### config.mk
export PLATFORM = sky130hd
export DESIGN_NAME = seg7_scan_reader_flat
export DESIGN_NICKNAME = d
export VERILOG_FILES = /design/src/rtl/seg7_scan_reader_if.sv /design/src/rtl/seg7_scan_reader.sv /design/src/flat_wrapper.sv
export SDC_FILE = /design/constraint.sdc
export NUM_CORES = 1
export LEC_CHECK = 0
export BUFFER_PORTS_ARGS = -buffer_cell sky130_fd_sc_hd__buf_2
export CAP_MARGIN = 0
export CORE_UTILIZATION = 62
export DETAILED_ROUTE_END_ITERATION = 8
export PLACE_DENSITY = 0.89
export SYNTH_ARGS = -nofsm -noshare
export SYNTH_HDL_FRONTEND = slang
export SYNTH_SLANG_ARGS = --single-unit
### constraint.sdc
create_clock -name clk -period 5.2 [get_ports clk]
set_input_delay 0.26 -clock clk [delete_from_list [all_inputs] [get_ports clk]]
set_output_delay 0.26 -clock clk [all_outputs]
set_load 0.005 [all_outputs]
### src/rtl/seg7_scan_reader_if.sv
// Frame output channel of seg7_scan_reader: assembled hex digits, per-digit
// glyph error flags, valid/ready handshake and the sticky overrun flag.
interface seg7_scan_reader_if #(
    parameter int NDIG = 4
);
    logic [4*NDIG-1:0] out_data;
    logic [NDIG-1:0]   out_err;
    logic              out_valid;
    logic              out_ready;
    logic              overrun;

    modport master (
        output out_data,
        output out_err,
        output out_valid,
        output overrun,
        input  out_ready
    );

    modport slave (
        input  out_data,
        input  out_err,
        input  out_valid,
        input  overrun,
        output out_ready
    );
endinterface

### src/rtl/seg7_scan_reader.sv
// Samples a multiplexed 7-segment display, qualifies each digit glyph for
// stability, decodes it back to hex and assembles complete frames.
module seg7_scan_reader #(
    parameter int NDIG   = 4,
    parameter int STABLE = 3
) (
    input  logic            clk,
    input  logic            rst,
    input  logic [6:0]      seg,
    input  logic [NDIG-1:0] dig_en,
    seg7_scan_reader_if.master out_if
);
    // Counter saturates one above STABLE so a long dwell never re-accepts.
    localparam int CW = $clog2(STABLE + 2);

    logic [NDIG-1:0]   r_prev_dig;
    logic [6:0]        r_prev_seg;
    logic [CW-1:0]     r_cnt;
    logic [4*NDIG-1:0] r_slot_data;
    logic [NDIG-1:0]   r_slot_err;
    logic [NDIG-1:0]   r_mask;
    logic [4*NDIG-1:0] r_out_data;
    logic [NDIG-1:0]   r_out_err;
    logic              r_out_valid;
    logic              r_overrun;

    logic              w_onehot;
    logic              w_same;
    logic [CW-1:0]     w_run;
    logic              w_accept;
    logic [4:0]        w_dec;
    logic [4*NDIG-1:0] w_data_nxt;
    logic [NDIG-1:0]   w_err_nxt;
    logic [NDIG-1:0]   w_mask_nxt;
    logic              w_complete;

    // Returns {err, value}; anything but an exact glyph decodes to 0 with err.
    function automatic logic [4:0] f_decode(input logic [6:0] s);
        case (s)
            7'b1111110: f_decode = 5'h00;
            7'b0110000: f_decode = 5'h01;
            7'b1101101: f_decode = 5'h02;
            7'b1111001: f_decode = 5'h03;
            7'b0110011: f_decode = 5'h04;
            7'b1011011: f_decode = 5'h05;
            7'b1011111: f_decode = 5'h06;
            7'b1110000: f_decode = 5'h07;
            7'b1111111: f_decode = 5'h08;
            7'b1111011: f_decode = 5'h09;
            7'b1110111: f_decode = 5'h0A;
            7'b0011111: f_decode = 5'h0B;
            7'b1001110: f_decode = 5'h0C;
            7'b0111101: f_decode = 5'h0D;
            7'b1001111: f_decode = 5'h0E;
            7'b1000111: f_decode = 5'h0F;
            default:    f_decode = 5'h10;
        endcase
    endfunction

    always_comb begin
        w_onehot = (dig_en != '0) && ((dig_en & (dig_en - NDIG'(1))) == '0);
        w_same   = w_onehot && (dig_en == r_prev_dig) && (seg == r_prev_seg);
        // w_run is the dwell length including the current cycle.
        if (!w_onehot)
            w_run = '0;
        else if (!w_same)
            w_run = CW'(1);
        else if (r_cnt > CW'(STABLE))
            w_run = r_cnt;
        else
            w_run = r_cnt + CW'(1);
        w_accept = w_onehot && (w_run == CW'(STABLE));
        w_dec    = f_decode(seg);

        w_data_nxt = r_slot_data;
        w_err_nxt  = r_slot_err;
        w_mask_nxt = r_mask;
        if (w_accept) begin
            for (int i = 0; i < NDIG; i++) begin
                if (dig_en[i]) begin
                    w_data_nxt[4*i +: 4] = w_dec[3:0];
                    w_err_nxt[i]         = w_dec[4];
                end
            end
            w_mask_nxt = r_mask | dig_en;
        end
        w_complete = w_accept && (&w_mask_nxt);
    end

    always_ff @(posedge clk) begin
        if (rst) begin
            r_prev_dig  <= '0;
            r_prev_seg  <= '0;
            r_cnt       <= '0;
            r_slot_data <= '0;
            r_slot_err  <= '0;
            r_mask      <= '0;
            r_out_data  <= '0;
            r_out_err   <= '0;
            r_out_valid <= 1'b0;
            r_overrun   <= 1'b0;
        end else begin
            r_prev_dig  <= dig_en;
            r_prev_seg  <= seg;
            r_cnt       <= w_run;
            r_slot_data <= w_data_nxt;
            r_slot_err  <= w_err_nxt;
            r_mask      <= w_complete ? '0 : w_mask_nxt;
            if (w_complete) begin
                r_out_data  <= w_data_nxt;
                r_out_err   <= w_err_nxt;
                r_out_valid <= 1'b1;
                if (r_out_valid && !out_if.out_ready)
                    r_overrun <= 1'b1;
            end else if (r_out_valid && out_if.out_ready) begin
                r_out_valid <= 1'b0;
            end
        end
    end

    assign out_if.out_data  = r_out_data;
    assign out_if.out_err   = r_out_err;
    assign out_if.out_valid = r_out_valid;
    assign out_if.overrun   = r_overrun;
endmodule

### src/flat_wrapper.sv
// flat-port wrapper written by rule: the top's interface ports become plain ports
module seg7_scan_reader_flat 
#(
    parameter int NDIG   = 4,
    parameter int STABLE = 3
)
  (clk, rst, seg, dig_en, out_if_out_data, out_if_out_err, out_if_out_valid, out_if_overrun, out_if_out_ready);
  seg7_scan_reader_if #(.NDIG(NDIG)) out_if_i ();
  input  logic clk;
  input  logic rst;
  input  logic [6:0] seg;
  input  logic [NDIG-1:0] dig_en;
  output wire logic [$bits(out_if_i.out_data)-1:0] out_if_out_data;
  output wire logic [$bits(out_if_i.out_err)-1:0] out_if_out_err;
  output wire logic [$bits(out_if_i.out_valid)-1:0] out_if_out_valid;
  output wire logic [$bits(out_if_i.overrun)-1:0] out_if_overrun;
  input wire logic [$bits(out_if_i.out_ready)-1:0] out_if_out_ready;
  assign out_if_out_data = out_if_i.out_data;
  assign out_if_out_err = out_if_i.out_err;
  assign out_if_out_valid = out_if_i.out_valid;
  assign out_if_overrun = out_if_i.overrun;
  assign out_if_i.out_ready = out_if_out_ready;
  seg7_scan_reader #(.NDIG(NDIG), .STABLE(STABLE)) u_core (.clk(clk), .rst(rst), .seg(seg), .dig_en(dig_en), .out_if(out_if_i));
endmodule
==> impl_results.md <==
* Pint at 662 µW
* Net Sw Power at 242 µW
* Layout Skew at 0.00895 ns
* Vias at 2475
* Initial antenna violation count at 0
* Switching share of power at 26.7%
* Clock group share of total power at 40.7%
* Hold crit path type: in2reg
* Outcome: finished, final reports clean
* Crit path launch type: flip-flop
* DRC violations left at 0
* Achievable Freq at 0.324 GHz
* Synth Warn # at 0
* Max FO, Critical Path at 11
* Leak at 0.00128 µW
* Clock sink count at 60
* Worst-margin pin slew at 0.724 ns
* Resize count post-CTS at 0
* Syn_nets at 338
* Pwr dens at 283 mW/mm²
* Reg clk slew, reported paths at 0.07 ns
* CP Capture Type: flip-flop
* GR Util All Layers at 27.8%
* FFs w/ async S/R, synth at 0%
* Synthesized area at 0.00290 mm²
* ANT nets after route at 0
* Placer Congestion at 0.853
* Via density at 6.14
* Initial DRC count at 188
* Avg WL per Cell at 16.0 µm
* Die H at 70.4 µm
* NumNets Final at 362
* CTS Hold Bufs at 0
* Max clock buf depth at 2
* Pin count of the biggest net entering global routing at 38
* Finished Core Util at 72.4%
* Drt total wl at 6.44 mm
* VDD IR max at 206 µV
* Final setup violation count at 0
* PortBufs at 35
* Yosys reg bits at 60
* Die area at 0.00496 mm²
* Share of layout cells above drive strength 1 at 19.9%
* # IOs at 36
* Fillers at 329
* Initial Util at 65.7%
* Row Count at 24
* WP data required at 5.46 ns
* Comb power frac at 7.6%
* First-pass GRT wire length at 10.8 mm
* Final Hold Viols at 0
* Post-synth EDFFs at 0
* Vias in the first global route at 2236
* Syn Area/Cell at 9.01 µm²
* WS Path Type: reg2reg
* Unique masters post-synth at 59
* Post-CTS setup buffer count at 0
* Detail Placement HPWL at 4.42 mm
* Storage element area at 0.00120 mm²
* CTS tree: built
* Clk root buf: clkbuf_8
* Cell count after synthesis at 322
* Final period util at 59.4%
* Syn-to-layout area delta at 10.2%
* Slew headroom at 51.4%
* Top FF cell, synth: dfxtp_1
* Core box area at 0.00441 mm²
* Final max-slew violation count at 0
* Unrepaired setup endpoints after global routing: false
* GR Overflow Total at 0
* Sequential power share at 51.7%
* Detailed Routing Iterations Pass 1 at 4
* Post-layout min period at 3.09 ns
* Multi-input logic area at 0.00154 mm²
* Sequential-to-total area share from yosys stat at 41.4%
* CP arrival at 3.34 ns
* Antenna cells at 0
* Final setup TNS at 0 ns
* Max-cap violations at 0
* Die X at 70.4 µm
* CTS Buf Count at 9
* Clock Latency Late Sink at 0.34 ns
* H-tree depth at 3
[stage by stage]
stage / instance area, µm² / hold WS [ns] / power [µW] / cells / setup WS [ns]
floorplan: 2900 / 0.411 / 531 / 322 / 2.79
global placement: 3020 / 0.436 / 543 / 387 / 2.41
detailed placement: 3020 / 0.440 / 545 / 387 / 2.31
CTS: 3200 / 0.252 / 905 / 403 / 2.21
global route: 3200 / 0.282 / 934 / 403 / 1.89
finish: 3200 / 0.245 / 904 / 403 / 2.11
[cell usage after synthesis (all sizes together), types with 2 or more instances]
library cell	number	area [µm²]
dfxtp	60	1200
nand3b	4	30.0
o31ai	3	22.5
mux2i	7	70.1
nand2b	7	43.8
nor4b	3	38.8
a211oi	2	20.0
nand4b	2	17.5
nor4	14	115
o21ai	22	110
xor2	11	96.3
a31oi	13	81.3
a21oi	15	75.1
nor3	4	52.6
nor2	24	90.1
and4	3	26.3
nand4	4	31.3
nand3	11	55.1
xnor2	2	17.5
o211ai	2	15.0
o221ai	7	61.3
o21a	4	30.0
ha	2	25.0
buf	16	97.6
nor3b	2	25.0
nor2b	10	62.6
nand2	29	109
clkbuf	6	22.5
and4b	2	20.0
inv	11	41.3
[power groups by stage]
stage	Combinational, µW	Sequential, µW	Clock (µW)
floorplan	54.2	477	0
finish	68.9	467	368
detailed placement	67.6	478	0
global placement	66.1	477	0
global route	75.1	467	392
CTS	68.0	467	370
[layout by cell type, fill, tap and decap left out, types with 3 or more instances in the layout]
cell,instances
a21oi_1,15
a31oi_1,13
and4_1,3
buf_2,35
clkbuf_8,9
dfxtp_1,60
inv_1,11
mux2i_1,7
nand2_1,29
nand2b_1,7
nand3_1,11
nand3b_1,4
nand4_1,3
nor2_1,24
nor2b_1,10
nor4_1,11
o21a_1,4
o21ai_0,18
o21ai_1,4
o221ai_1,7
o31ai_1,3
xor2_1,11
[sequential cells by signal (all words and copies together), names as in the netlist]
register / flops
u_core.out_if.out_valid: 1
u_core.r_slot_data: 16
u_core.r_cnt: 3
u_core.r_mask: 4
u_core.out_if.out_data: 16
u_core.r_prev_dig: 4
u_core.r_slot_err: 4
u_core.r_prev_seg: 7
u_core.out_if.out_err: 4
u_core.out_if.overrun: 1
[layout make-up]
cell class,count,share of cell area (%)
flip-flops and latches,60,37.6
inverters,11,1.29
well taps,52,2.04
clock inverters,7,1.61
repair buffers,35,5.48
clock buffers,9,3.88
multi-input cells,229,48.1
[critical path, stage by stage, from the launching register on]
cell	delay, ns
dfxtp_1	0.37
ha_1	0.22
ha_1	0.30
nor4bb_1	0.49
nor3_4	0.14
or2_1	0.37
nor3_2	0.60
o221ai_1	0.28
a21oi_1	0.23
[cells by family after synthesis]
group	share of synthesized area, %
compound gates	18.1
xor+xnor	3.93
fa+ha+maj	0.863
buf+inv	5.56
flops	41.4
mux	2.42
simple gates	27.7
[routing by layer]
metal	GRT usage, %	wire, µm
met5	0	0
met1	38.0	2950
met3	4.76	424
met2	42.2	2920
met4	13.6	147
[final timing paths]
check	startpoint	end	slack [ns]	cells past startpoint
max	u_core.r_cnt[0]	u_core.out_if.out_data[0]	2.11	8
min	out_if_out_ready	u_core.out_if.out_valid	0.24	3
max reg2reg	u_core.r_cnt[0]	u_core.out_if.out_data[0]	2.11	8
min reg2reg	u_core.out_if.out_data[8]	u_core.out_if.out_data[8]	0.45	2
Power figures use the tool's default switching activity.
